<file path="src/rtl/uart_tx.sv">
// UART transmitter with a small transmit FIFO.
// Bytes go out LSB first, with optional even parity and 1 or 2 stop bits.
module uart_tx #(
  parameter int BAUD_DIV   = 868,
  parameter int PARITY_EN  = 0,
  parameter int STOP_BITS  = 1,
  parameter int FIFO_DEPTH = 4
) (
  input  logic                          clk_i,
  input  logic                          arst_i,
  input  logic [7:0]                    tx_data_i,
  input  logic                          tx_valid_i,
  output logic                          tx_ready_o,
  output logic                          tx_o,
  output logic                          busy_o,
  output logic [$clog2(FIFO_DEPTH):0]   fifo_cnt_o
);

  localparam int AW = $clog2(FIFO_DEPTH);
  localparam int CW = AW + 1;
  localparam logic [CW-1:0] FULL = CW'(FIFO_DEPTH);
  localparam logic [15:0] BAUD_LOAD = 16'(BAUD_DIV - 1);
  localparam logic LAST_STOP = (STOP_BITS == 2);
  localparam logic PAR_ON = (PARITY_EN != 0);

  typedef enum logic [2:0] {
    IDLE,
    START,
    DATA,
    PARITY,
    STOP
  } state_t;

  state_t state_q;
  state_t state_d;

  logic [7:0]    mem [FIFO_DEPTH];
  logic [AW-1:0] wr_ptr_q;
  logic [AW-1:0] rd_ptr_q;
  logic [CW-1:0] cnt_q;

  logic [7:0]  shreg_q;
  logic [7:0]  shreg_d;
  logic        par_q;
  logic        par_d;
  logic [2:0]  bit_idx_q;
  logic [2:0]  bit_idx_d;
  logic        stop_idx_q;
  logic        stop_idx_d;
  logic [15:0] baud_q;
  logic [15:0] baud_d;
  logic        tx_q;
  logic        tx_d;

  logic       push;
  logic       pop;
  logic       tick;
  logic       fifo_ne;
  logic [7:0] head;

  assign fifo_ne    = (cnt_q != '0);
  assign tx_ready_o = (cnt_q != FULL);
  assign push       = tx_valid_i & tx_ready_o;
  assign head       = mem[rd_ptr_q];
  assign tick       = (baud_q == '0);

  assign tx_o       = tx_q;
  assign busy_o     = (state_q != IDLE) | fifo_ne;
  assign fifo_cnt_o = cnt_q;

  // Storage needs no reset; occupancy alone says what is valid.
  always_ff @(posedge clk_i) begin
    if (push) begin
      mem[wr_ptr_q] <= tx_data_i;
    end
  end

  always_ff @(posedge clk_i or posedge arst_i) begin
    if (arst_i) begin
      wr_ptr_q <= '0;
      rd_ptr_q <= '0;
      cnt_q    <= '0;
    end else begin
      if (push) begin
        wr_ptr_q <= wr_ptr_q + AW'(1);
      end
      if (pop) begin
        rd_ptr_q <= rd_ptr_q + AW'(1);
      end
      unique case ({push, pop})
        2'b10:   cnt_q <= cnt_q + CW'(1);
        2'b01:   cnt_q <= cnt_q - CW'(1);
        default: cnt_q <= cnt_q;
      endcase
    end
  end

  always_comb begin
    state_d    = state_q;
    shreg_d    = shreg_q;
    par_d      = par_q;
    bit_idx_d  = bit_idx_q;
    stop_idx_d = stop_idx_q;
    baud_d     = baud_q;
    tx_d       = tx_q;
    pop        = 1'b0;

    if (state_q != IDLE && !tick) begin
      baud_d = baud_q - 16'd1;
    end

    unique case (state_q)
      IDLE: begin
        if (fifo_ne) begin
          pop     = 1'b1;
          state_d = START;
          shreg_d = head;
          par_d   = ^head;
          baud_d  = BAUD_LOAD;
          tx_d    = 1'b0;
        end
      end

      START: begin
        if (tick) begin
          state_d   = DATA;
          bit_idx_d = '0;
          baud_d    = BAUD_LOAD;
          tx_d      = shreg_q[0];
        end
      end

      DATA: begin
        if (tick) begin
          baud_d = BAUD_LOAD;
          if (bit_idx_q == 3'd7) begin
            if (PAR_ON) begin
              state_d = PARITY;
              tx_d    = par_q;
            end else begin
              state_d    = STOP;
              stop_idx_d = 1'b0;
              tx_d       = 1'b1;
            end
          end else begin
            bit_idx_d = bit_idx_q + 3'd1;
            shreg_d   = {1'b0, shreg_q[7:1]};
            tx_d      = shreg_q[1];
          end
        end
      end

      PARITY: begin
        if (tick) begin
          state_d    = STOP;
          stop_idx_d = 1'b0;
          baud_d     = BAUD_LOAD;
          tx_d       = 1'b1;
        end
      end

      STOP: begin
        if (tick) begin
          if (stop_idx_q != LAST_STOP) begin
            stop_idx_d = 1'b1;
            baud_d     = BAUD_LOAD;
          end else if (fifo_ne) begin
            // Chain straight into the next start bit.
            pop     = 1'b1;
            state_d = START;
            shreg_d = head;
            par_d   = ^head;
            baud_d  = BAUD_LOAD;
            tx_d    = 1'b0;
          end else begin
            state_d = IDLE;
            tx_d    = 1'b1;
          end
        end
      end

      default: begin
        state_d = IDLE;
        tx_d    = 1'b1;
      end
    endcase
  end

  always_ff @(posedge clk_i or posedge arst_i) begin
    if (arst_i) begin
      state_q    <= IDLE;
      shreg_q    <= '0;
      par_q      <= 1'b0;
      bit_idx_q  <= '0;
      stop_idx_q <= 1'b0;
      baud_q     <= '0;
      tx_q       <= 1'b1;
    end else begin
      state_q    <= state_d;
      shreg_q    <= shreg_d;
      par_q      <= par_d;
      bit_idx_q  <= bit_idx_d;
      stop_idx_q <= stop_idx_d;
      baud_q     <= baud_d;
      tx_q       <= tx_d;
    end
  end

endmodule
</file>
<file path="config.mk">
export PLATFORM = sky130hd
export DESIGN_NAME = uart_tx
export DESIGN_NICKNAME = d
export VERILOG_FILES = /design/src/rtl/uart_tx.sv
export SDC_FILE = /design/constraint.sdc
export NUM_CORES = 1
export LEC_CHECK = 0
export ABC_AREA = 1
export CAP_MARGIN = 20
export CORE_ASPECT_RATIO = 0.9
export CORE_MARGIN = 2
export CORE_UTILIZATION = 50
export DETAILED_ROUTE_END_ITERATION = 12
export PLACE_DENSITY = 0.67
export REMOVE_ABC_BUFFERS = 1
export SKIP_LAST_GASP = 1
export SYNTH_ARGS = -nofsm -noshare
export SYNTH_HDL_FRONTEND = slang
export SYNTH_SLANG_ARGS = --single-unit
</file>
<file path="constraint.sdc">
create_clock -name clk_i -period 2.2 [get_ports clk_i]
set_clock_uncertainty 0.05 [all_clocks]
set_input_delay 0.33 -clock clk_i [delete_from_list [all_inputs] [get_ports clk_i]]
set_output_delay 0.33 -clock clk_i [all_outputs]
set_load 0.01 [all_outputs]
</file>
==> results.tsv, run 1 <==
stage	metric	value	unit
floorplanning	DIE HEIGHT	85.35	um
critical_path	crit path cell chain	inv_2 -> ha_4 -> nand2_1 -> nor2_2 -> nand2_2 -> nand2_2 -> nand2_2 -> inv_2 -> ha_4 -> inv_2 -> fa_2 -> a21oi_1 -> o21ai_1 -> xnor2_1	
logic_synthesis	post-synth cell types	31	
timing	final setup vio count	0	
finish	Post-Route Utilization	62.32	%
routing	drt first pass iters	5	
logic_synthesis	Area contributors post-synth	edfxtp_1, dfrtp_1, nand2_1	
grt	vias in the first global route	2712	
timing	Rel. slew slack	63.06	%
timing	final clock period utilization by the worst path	94.61	%
cts	Clk Latency, worst-skew pair	350	ps
floorplanning	initial core utilization	51.95	%
timing	setup TNS	0	ps
cts	TritonCTS clock tree	yes	
hold_path	Hold Crit Class	in2async	
logic_synthesis	top post-synthesis cells by count	nand2_1, nand3_1, dfrtp_1, nor2_1, inv_1	
floorplanning	die area	8055	um^2
logic_synthesis	register area share after synthesis	52.04	%
logic_synthesis	Seq cells post-synth	70	
grt	first-pass GRT wire length	13130	um
timing	worst hold slack	338.3	ps
routing	final wirelength	7908	um
placed_design	Post-DP HPWL	5464	um
critical_path	Critical Path Max Stage Delay	390	ps
power_and_ir_drop	Total Power	6.208	mW
critical_path	crit path DAT	2270	ps
power_and_ir_drop	worst vdd rail ir drop	0.0007600	V
timing	Peak Freq	480.5	MHz
floorplanning	total core area	7076	um^2
routing	via count	2951	
placed_design	PortBufs	16	
finish	Final Cell Area	4409	um^2
critical_path	worst r2r dst	fifo_cnt_o[2]$_DFFE_PP0P_	
cts	Worst-path clk slew	90	ps
placed_design	RePlAce Congestion	0.8948	
power_and_ir_drop	P_leak	2.020	nW
floorplanning	Site Rows	29	
grt	total track usage	21.63	%
cts	clk sink count	70	
critical_path	Critical Path RT	2390	ps
critical_path	Buf/Inv on CP	3	
critical_path	worst r2r src	baud_q[1]$_DFF_PP0_	
timing	worst setup margin	118.7	ps
logic_synthesis	most common cell in the synthesized netlist	nand2_1	
routing	drt drc	0	
logic_synthesis	Synth warnings	0	
placed_design	Cell Area, Placed	4133	um^2
floorplanning	Ports	17	
logic_synthesis	share of the synthesized area in the top cell type	26.14	%
routing	routed vias/inst	5.062	
critical_path	Worst Setup Path Type	reg2reg	
grt	GRT Residual Overflow	0	
critical_path	CP endpoint kind	flip-flop	
routing	drt initial violations	177	
logic_synthesis	Synth area leader	edfxtp_1	
finish	share of layout cells above drive strength 1	18.37	%
floorplanning	die width	94.38	um
flow_run	max-cap violations	0	
logic_synthesis	Post-Syn Area	3676	um^2
logic_synthesis	Mapped Avg Cell Area	8.470	um^2
timing	Final Slew Violations	0	
logic_synthesis	FFs w/ async S/R, synth	54.29	%
critical_path	slowest CP cell	dfrtp_1	
logic_synthesis	synthesized netlist cell count	434	
logic_synthesis	Main synth FF type	dfrtp_1	
critical_path	startpoint types	flip-flop	
finish	area delta synth->final	19.95	%
cts	Num CTS Buffers	9	
finish	Final Non-Filler Cells	583	
routing	WL per Instance	13.56	um
placed_design	pre-CTS setup slack	-72.55	ps
routing	post-route ant nets	0	
finish	Final Net Count	506	
timing	fin crit period	2081	ps
grt	largest net degree at the start of global routing	39	
logic_synthesis	Post-synth EDFFs	32	
critical_path	Worst R2R Path Depth	14	
cts	Root Driver	clkbuf_8	
power_and_ir_drop	PwrDens	1408	nW/um^2
critical_path	critical-path maximum fanout	2	
grt	antenna violations before repair	0	
finish	# diodes	0	
timing	Slew @ Worst Pin	553.6	ps
status	status	finished, final reports clean	
critical_path	critical path's top delay family	adder cells	
critical_path	R2R Setup Slk	120	ps
placed_design	dpl cells	566	
cts	Clock Path Buffers	2	
timing	Final Hold Fails	0	
cts	H-tree levels	3	
==> metal layers <==
metal,track usage [%],vias to the layer above,part of all wire [%]
met3,6.838,7,6.3
met5,0,-,0
met2,29.87,87,43
met4,5.534,0,0.82
met1,33.02,1377,50
li1,-,1480,-
==> final cells by class <==
class | count | area [um^2]
tap | 93 | 116.4
inverter | 42 | 165.2
clock buffer | 10 | 137.6
sequential | 70 | 1913
clock inverter | 6 | 92.59
fill | 618 | 2666
timing repair buffer | 49 | 406.6
multi-input combinational | 313 | 1578
==> logic make-up (layout without fill, tap and decap cells) <==
| group | count (synthesis) | after routing | share of synthesized area, % |
|---|---|---|---|
| flip-flops | 70 | 70 | 52.04 |
| buffers and inverters | 51 | 107 | 6.127 |
| AO/OA/AOI/OAI | 24 | 24 | 3.335 |
| AND/OR/NAND/NOR | 269 | 269 | 32.50 |
| XOR/XNOR | 10 | 10 | 2.383 |
| adder cells (fa/ha/maj) | 10 | 10 | 3.608 |
==> flip-flops by register name (all words and copies together), names as in the netlist <==
name and count:
rd_ptr_q 2, shreg_q 8, state_q 3, tx_o 1, mem 32, wr_ptr_q 2
baud_q 16, fifo_cnt_o 3, bit_idx_q 3
==> cells in the final DEF, fill, tap and decap left out, types with 3 or more instances in the layout <==
master,n
a21oi_1,7
buf_4,33
clkbuf_8,10
clkdlybuf4s50_1,15
dfrtp_1,37
edfxtp_1,32
ha_1,7
inv_1,32
inv_2,6
nand2_1,152
nand2_2,7
nand3_1,48
nand3b_1,3
nor2_1,35
nor2_2,14
nor2_4,3
o21ai_0,12
o21ai_1,4
xnor2_1,3
xor2_1,7
==> worst max path at each step <==
| stage | start | endpoint | slack, ps | depth (start not counted) |
|---|---|---|---|---|
| after floorplan | baud_q[0]$_DFF_PP0_ | fifo_cnt_o[2]$_DFFE_PP0P_ | -160 | 14 |
| after global placement | baud_q[0]$_DFF_PP0_ | fifo_cnt_o[2]$_DFFE_PP0P_ | 30 | 14 |
| after detailed placement | baud_q[0]$_DFF_PP0_ | fifo_cnt_o[2]$_DFFE_PP0P_ | -70 | 14 |
| after CTS | baud_q[1]$_DFF_PP0_ | fifo_cnt_o[2]$_DFFE_PP0P_ | 20 | 14 |
| after global routing | baud_q[1]$_DFF_PP0_ | fifo_cnt_o[2]$_DFFE_PP0P_ | -10 | 14 |
| final | baud_q[1]$_DFF_PP0_ | fifo_cnt_o[2]$_DFFE_PP0P_ | 120 | 14 |
==> report_power, final <==
part           switching [mW]  internal, mW  leakage (nW)
clock                   0.521         0.675         0.109
sequential              0.243          1.79         0.758
combinational            1.84          1.14          1.15
==> worst register-to-register path: stages (launching register included) <==
cell and delay [ps]:
dfrtp_1 390, inv_2 80, ha_4 130, nand2_1 60, nor2_2 140, nand2_2 70
nand2_2 70, nand2_2 60, inv_2 70, ha_4 130, inv_2 40, fa_2 350
a21oi_1 120, o21ai_1 90, xnor2_1 120
==> what timing repair did <==
action,CTS,global route
hold buffers,0,0
pin swaps,3,4
gates cloned,0,0
endpoints found under the setup margin,2,1
buffers inserted,1,0
gates resized for setup,4,12
(Power assumes the default switching activity.)
==> inputs of run 2 (changes only) <==
--- a/config.mk
+++ b/config.mk
@@ -14,6 +14,7 @@
 export PLACE_DENSITY = 0.67
 export REMOVE_ABC_BUFFERS = 1
 export SKIP_LAST_GASP = 1
+export SLEW_MARGIN = 10
 export SYNTH_ARGS = -nofsm -noshare
 export SYNTH_HDL_FRONTEND = slang
 export SYNTH_SLANG_ARGS = --single-unit
==> results of run 2 <==
Final layout, timing and power as in run 1 (identical DEF).
==> RTL edit 1: new RTL, flow settings as in run 1 <==
`PARITY_EN`: 0 -> 1.
--- a/src/rtl/uart_tx.sv
+++ b/src/rtl/uart_tx.sv
@@ -3,5 +3,5 @@
 module uart_tx #(
   parameter int BAUD_DIV   = 868,
-  parameter int PARITY_EN  = 0,
+  parameter int PARITY_EN  = 1,
   parameter int STOP_BITS  = 1,
   parameter int FIFO_DEPTH = 4
Behaviour: same outputs for any inputs over 10 cycles, from zero or initial values and one cycle with arst_i high; that may be too few to reach the edited logic, so the function may still have changed.
==> RTL edit 1 against run 1 <==
Sequential cell count rose by 1; critical path type unchanged; highest routed layer unchanged; cell area rose by 7.8%; wire length rose by 2.7%; fmax fell by 1.7%; setup slack got worse by 0.036 ns; critical path depth fell by 1; area after synthesis rose by 5.4%; synthesized cell count rose by 6.2%.
Power is not compared: it rests on default switching activity, and its combinational part moved more than twofold at a synthesized area within 25%.
==> RTL edit 1: results (changes against run 1) <==
[run_status]
status=complete, no violations  ; unchanged

[sta]
max_slew_margin=0.659  ; was 0.631
worst_hold_slack_ns=0.330  ; was 0.338 ns
period_share=0.962  ; was 0.946

[routing]
drt_wl_total_um=8120  ; was 7910 um
vias_per_cell=4.93  ; was 5.06
drtIter0Drc=126  ; was 177
drt-pass1-iter-count=4  ; was 5
routedWlPerCell_um=12.9  ; was 13.6 um

[global_route]
track_usage=0.208  ; was 0.216
grt_pass1_wl_um=14000  ; was 13100 um
first_global_vias=3056  ; was 2712
grt_max_degree=40  ; was 39

[finish]
fillers=648  ; was 618
final_nets=552  ; was 506
layout-drive-gt1-share=0.224  ; was 0.184
seq_area_sq_um=1940  ; was 1910 sq um

[placed_design]
dp_slack_ns=-0.0830  ; was -0.0726 ns
place_congestion=0.880  ; was 0.895
placed_cell_area_sq_um=4440  ; was 4130 sq um
dp_hpwl_um=5830  ; was 5460 um

[logic_synthesis]
synth-seq-area-share=0.500  ; was 0.520
synthArstFlopShare=0.549  ; was 0.543
synth_commonest_cells=nand2_1 (161), nor2_1 (47), inv_1 (41)  ; was nand2_1 (155), nand3_1 (48), dfrtp_1 (37), nor2_1 (37), inv_1 (36)
synth_area_leaders=edfxtp_1 (25%), dfrtp_1 (25%), nand2_1 (16%), nor2_1 (4.6%), inv_1 (4.0%)  ; was edfxtp_1 (26%), dfrtp_1 (25%), nand2_1 (16%), nand3_1 (6.5%), nor2_1 (3.8%)
syn_inst=461  ; was 434
ys_types=39  ; was 31

[critical_path]
crit_type=reg2reg  ; unchanged
r2r_start=baud_q[10]$_DFF_PP0_  ; was baud_q[1]$_DFF_PP0_
crit_fanout=2  ; unchanged
critPathMaxStageDelay_ns=0.41  ; was 0.39 ns
rrSetupSlack_ns=0.08  ; was 0.12 ns
cp.arrival_ns=2.31  ; was 2.27 ns

[clocking]
clock_latency_ns=0.37  ; was 0.35 ns
root_buffer=clkbuf_8  ; unchanged
cts_setup_buffers=1  ; unchanged
post_cts_resized=3  ; was 4

[min_path]
hold_class=in2async  ; unchanged

-- RTL edit 1: routing by layer --
layer  wire (um)  share of wire  track usage  vias to the layer above
li1            -              -            -                     1633
met1        3910           0.48        0.269                     1423
met2        3760           0.46        0.341                       50
met3         293          0.036       0.0498                       12
met4         151          0.019       0.0871                        0
met5           0              0            0                        -
-- RTL edit 1: power by group --
group	switching, mW	internal (mW)
sequential	0.0591	1.56
combinational	0.385	0.275
clock	0.582	0.436
total	1.03	2.27
-- RTL edit 1: final timing paths --
check,to,cells past startpoint
hold / removal,wr_ptr_q[0]$_DFFE_PP0P_,3
setup reg to reg,fifo_cnt_o[2]$_DFFE_PP0P_,13
setup / recovery,fifo_cnt_o[2]$_DFFE_PP0P_,13
max in group asynchronous,tx_o$_DFFE_PP1P_,3
hold reg to reg,shreg_q[7]$_DFFE_PP0P_,2
min in group clk_i,shreg_q[7]$_DFFE_PP0P_,2
-- RTL edit 1: cell families after synthesis --
group / synth area share
AND/OR/NAND/NOR: 0.286
flip-flops: 0.500
buffers and inverters: 0.0668
AO/OA/AOI/OAI: 0.0814
XOR/XNOR: 0.0271
adder cells (fa/ha/maj): 0.0342
multiplexers: 0.00387
-- RTL edit 1: area by class of cell --
cell class,instances,area share
Timing Repair Buffer,68,0.116
Tap cell,96,0.0253
Inverter,48,0.0411
Clock buffer,9,0.0261
Multi-Input combinational cell,333,0.371
Sequential cell,71,0.408
Clock inverter,7,0.0134
-- RTL edit 1: critical path, delay by kind of cell, from the launching register on --
family | cells | cell delay [ns]
buf+inv | 2 | 0.10
xor+xnor | 1 | 0.16
fa+ha+maj | 2 | 0.51
flops | 1 | 0.41
compound gates | 2 | 0.19
simple gates | 6 | 0.58
==> RTL edit 2: new RTL, flow settings as in run 1 <==
Without the edit above. Put one more register stage on the output `tx_o`, cleared by the reset. The value now appears one clock later. The other outputs are not delayed to match.
--- a/src/rtl/uart_tx.sv
+++ b/src/rtl/uart_tx.sv
@@ -65,5 +65,11 @@
   assign tick       = (baud_q == '0);
 
-  assign tx_o       = tx_q;
+  always_ff @(posedge clk_i or posedge arst_i) begin
+    if (arst_i) begin
+      tx_o <= '0;
+    end else begin
+      tx_o <= tx_q;
+    end
+  end
   assign busy_o     = (state_q != IDLE) | fifo_ne;
   assign fifo_cnt_o = cnt_q;
Function: changed (a bounded check fails within 4 cycles, from zero or initial values and one cycle with arst_i high).
==> RTL edit 2 against run 1 <==
Clock power shrank 15%; sequential power grew 5%; sequential cell count grew 1; cell area shrank 1.4%; non-clock buffer count shrank 5; hold slack gained 0.0052 ns; area after synthesis grew 1.0%; via count shrank 4.7%; power shrank 0.97%; wire length shrank 7.9%; setup slack lost 0.025 ns.
==> RTL edit 2: results (changes against run 1) <==
[logic_synthesis]
yosys_warnings=0  ; unchanged
synth-xor-area-share=0.0236  ; was 0.0238
synth-compound-area-share=0.0317  ; was 0.0334
muxShareOfSynthArea=0  ; unchanged
synth_commonest_cells=nand2_1 (135), nand3_1 (47), dfrtp_1 (38)  ; was nand2_1 (155), nand3_1 (48), dfrtp_1 (37), nor2_1 (37), inv_1 (36)
synth_area_leaders=edfxtp_1 (26%), dfrtp_1 (26%), nand2_1 (14%), nand3_1 (6.3%), nor2_1 (3.6%)  ; was edfxtp_1 (26%), dfrtp_1 (25%), nand2_1 (16%), nand3_1 (6.5%), nor2_1 (3.8%)
synth_ff_type=dfrtp_1  ; unchanged
synth_edf_count=32  ; unchanged
post_synth_fa_ha_maj_area_fraction=0.0357  ; was 0.0361
ys_types=32  ; was 31
synthArstFlopShare=0.549  ; was 0.543
synth-seq-area-share=0.522  ; was 0.520

[routing]
vias_per_cell=5.00  ; was 5.06
drtIter0Drc=219  ; was 177
drt-pass1-iter-count=5  ; unchanged
drt_wl_total_um=7290  ; was 7910 um

[sta]
finalHoldViolations=0  ; unchanged
max_slew_margin=0.668  ; was 0.631

[placed_design]
place_congestion=0.861  ; was 0.895
io_buffers=16  ; unchanged
dp_hpwl_um=5220  ; was 5460 um

[clocking]
h-tree-depth=3  ; unchanged
clockBufferDepth=2  ; unchanged
clock_latency_ns=0.34
cts.reportedPaths.clkPinSlew_ns=0.08
root_buffer=clkbuf_8  ; unchanged
numCtsBuffers=9  ; unchanged

[finish]
final_nets=486  ; was 506
layout-drive-gt1-share=0.183  ; was 0.184
antenna_cells=0  ; unchanged
fillers=623  ; was 618
reg.largest.list=mem: 32 flops, baud_q: 16 flops, shreg_q: 8 flops  ; unchanged

[critical_path]
ff2ff_path_depth=13  ; was 14
crit_fanout=4  ; was 2
cp.arrival_ns=2.28

[power_and_ir_drop]
worst_ir_drop_vdd_uv=702  ; was 760 uV
power_leakage_nw=2.05  ; was 2.02 nW

[global_route]
first_global_vias=2628  ; was 2712
track_usage=0.205  ; was 0.216
grt_pass1_wl_um=12500  ; was 13100 um
antenna_found_initial=0  ; unchanged
grt_max_degree=40  ; was 39

[run_status]
status=complete, no violations  ; unchanged

[min_path]
hold_class=in2async  ; unchanged

[RTL edit 2: cell types whose count changed after synthesis, moves of 3 or more]
cell     change
a21oi_1      -3
inv_1        -4
inv_2        +7
nand2_1     -20
nand2_2      +3
nor2_2       -5
nor2_4       +3
o21ai_1      +4
[RTL edit 2: layout make-up]
type	instances	area, sq um	share of cell area
multi-input combinational	297	1570	0.360
sequential	71	1940	0.446
clock buffer	10	128	0.0294
inverter	42	158	0.0363
timing repair buffer	44	373	0.0858
tap	93	116	0.0268
clock inverter	6	68.8	0.0158
[RTL edit 2: metal layers]
layer	global-route usage	wire length [um]	vias to the layer above	part of all wire
li1	-	-	1435	-
met1	0.303	3680	1301	0.50
met2	0.290	3200	69	0.44
met3	0.0694	336	8	0.046
met4	0.0514	74	0	0.010
met5	0	0	-	0
[RTL edit 2: timing repair]
item / 4_1_cts / 5_1_grt
resized for setup: 0 / 6
hold buffers: 0 / 0
endpoints found under the hold margin: 0 / 0
endpoints found under the setup margin: 0 / 2
setup buffers: 0 / 1
[RTL edit 2: path summary, 6_finish.rpt]
kind                                           start                        end  slack, ns
worst max-delay path            baud_q[10]$_DFF_PP0_  fifo_cnt_o[2]$_DFFE_PP0P_       0.09
worst min-delay path                          arst_i    wr_ptr_q[0]$_DFFE_PP0P_       0.34
worst max register to register  baud_q[10]$_DFF_PP0_  fifo_cnt_o[2]$_DFFE_PP0P_       0.09
worst min register to register      tx_q$_DFFE_PP1P_             tx_o$_DFF_PP0_       0.35
max in group asynchronous                     arst_i           tx_q$_DFFE_PP1P_       1.37
min in group clk_i                  tx_q$_DFFE_PP1P_             tx_o$_DFF_PP0_       0.35
[RTL edit 2: cells by family (layout without fill, tap and decap cells)]
group	after synthesis	in the layout
and+or+nand+nor	254	254
DFF	71	71
buffers and inverters	51	102
AOI/OAI and AO/OA	23	23
adders and majority gates	10	10
xor gates and xnor gates	10	10
[RTL edit 2: critical path, cell delays in order (launching register included)]
cell and delay (ns):
dfrtp_1 0.42, nor2_2 0.18, nand2_2 0.11, nor2_4 0.14
nand2_4 0.06, nand2_2 0.05, nand2_2 0.05, inv_1 0.06
ha_1 0.12, inv_1 0.06, fa_2 0.35, a21oi_2 0.12
o21ai_1 0.09, xnor2_1 0.12
[RTL edit 2: through the flow]
stage	cell area [sq um]	setup slack, ns	cells
final	4350	0.0941	563
after CTS	4320	0.00574	562
after global placement	4130	0.0555	546
after floorplan	3650	-0.242	410
after detailed placement	4130	0.00722	546
after global routing	4350	-0.0677	563
[RTL edit 2: report_power, final]
part	internal, mW	switching (mW)	leakage (nW)
clock network	0.529	0.488	0.0968
logic	1.15	1.83	1.18
registers	1.84	0.302	0.769
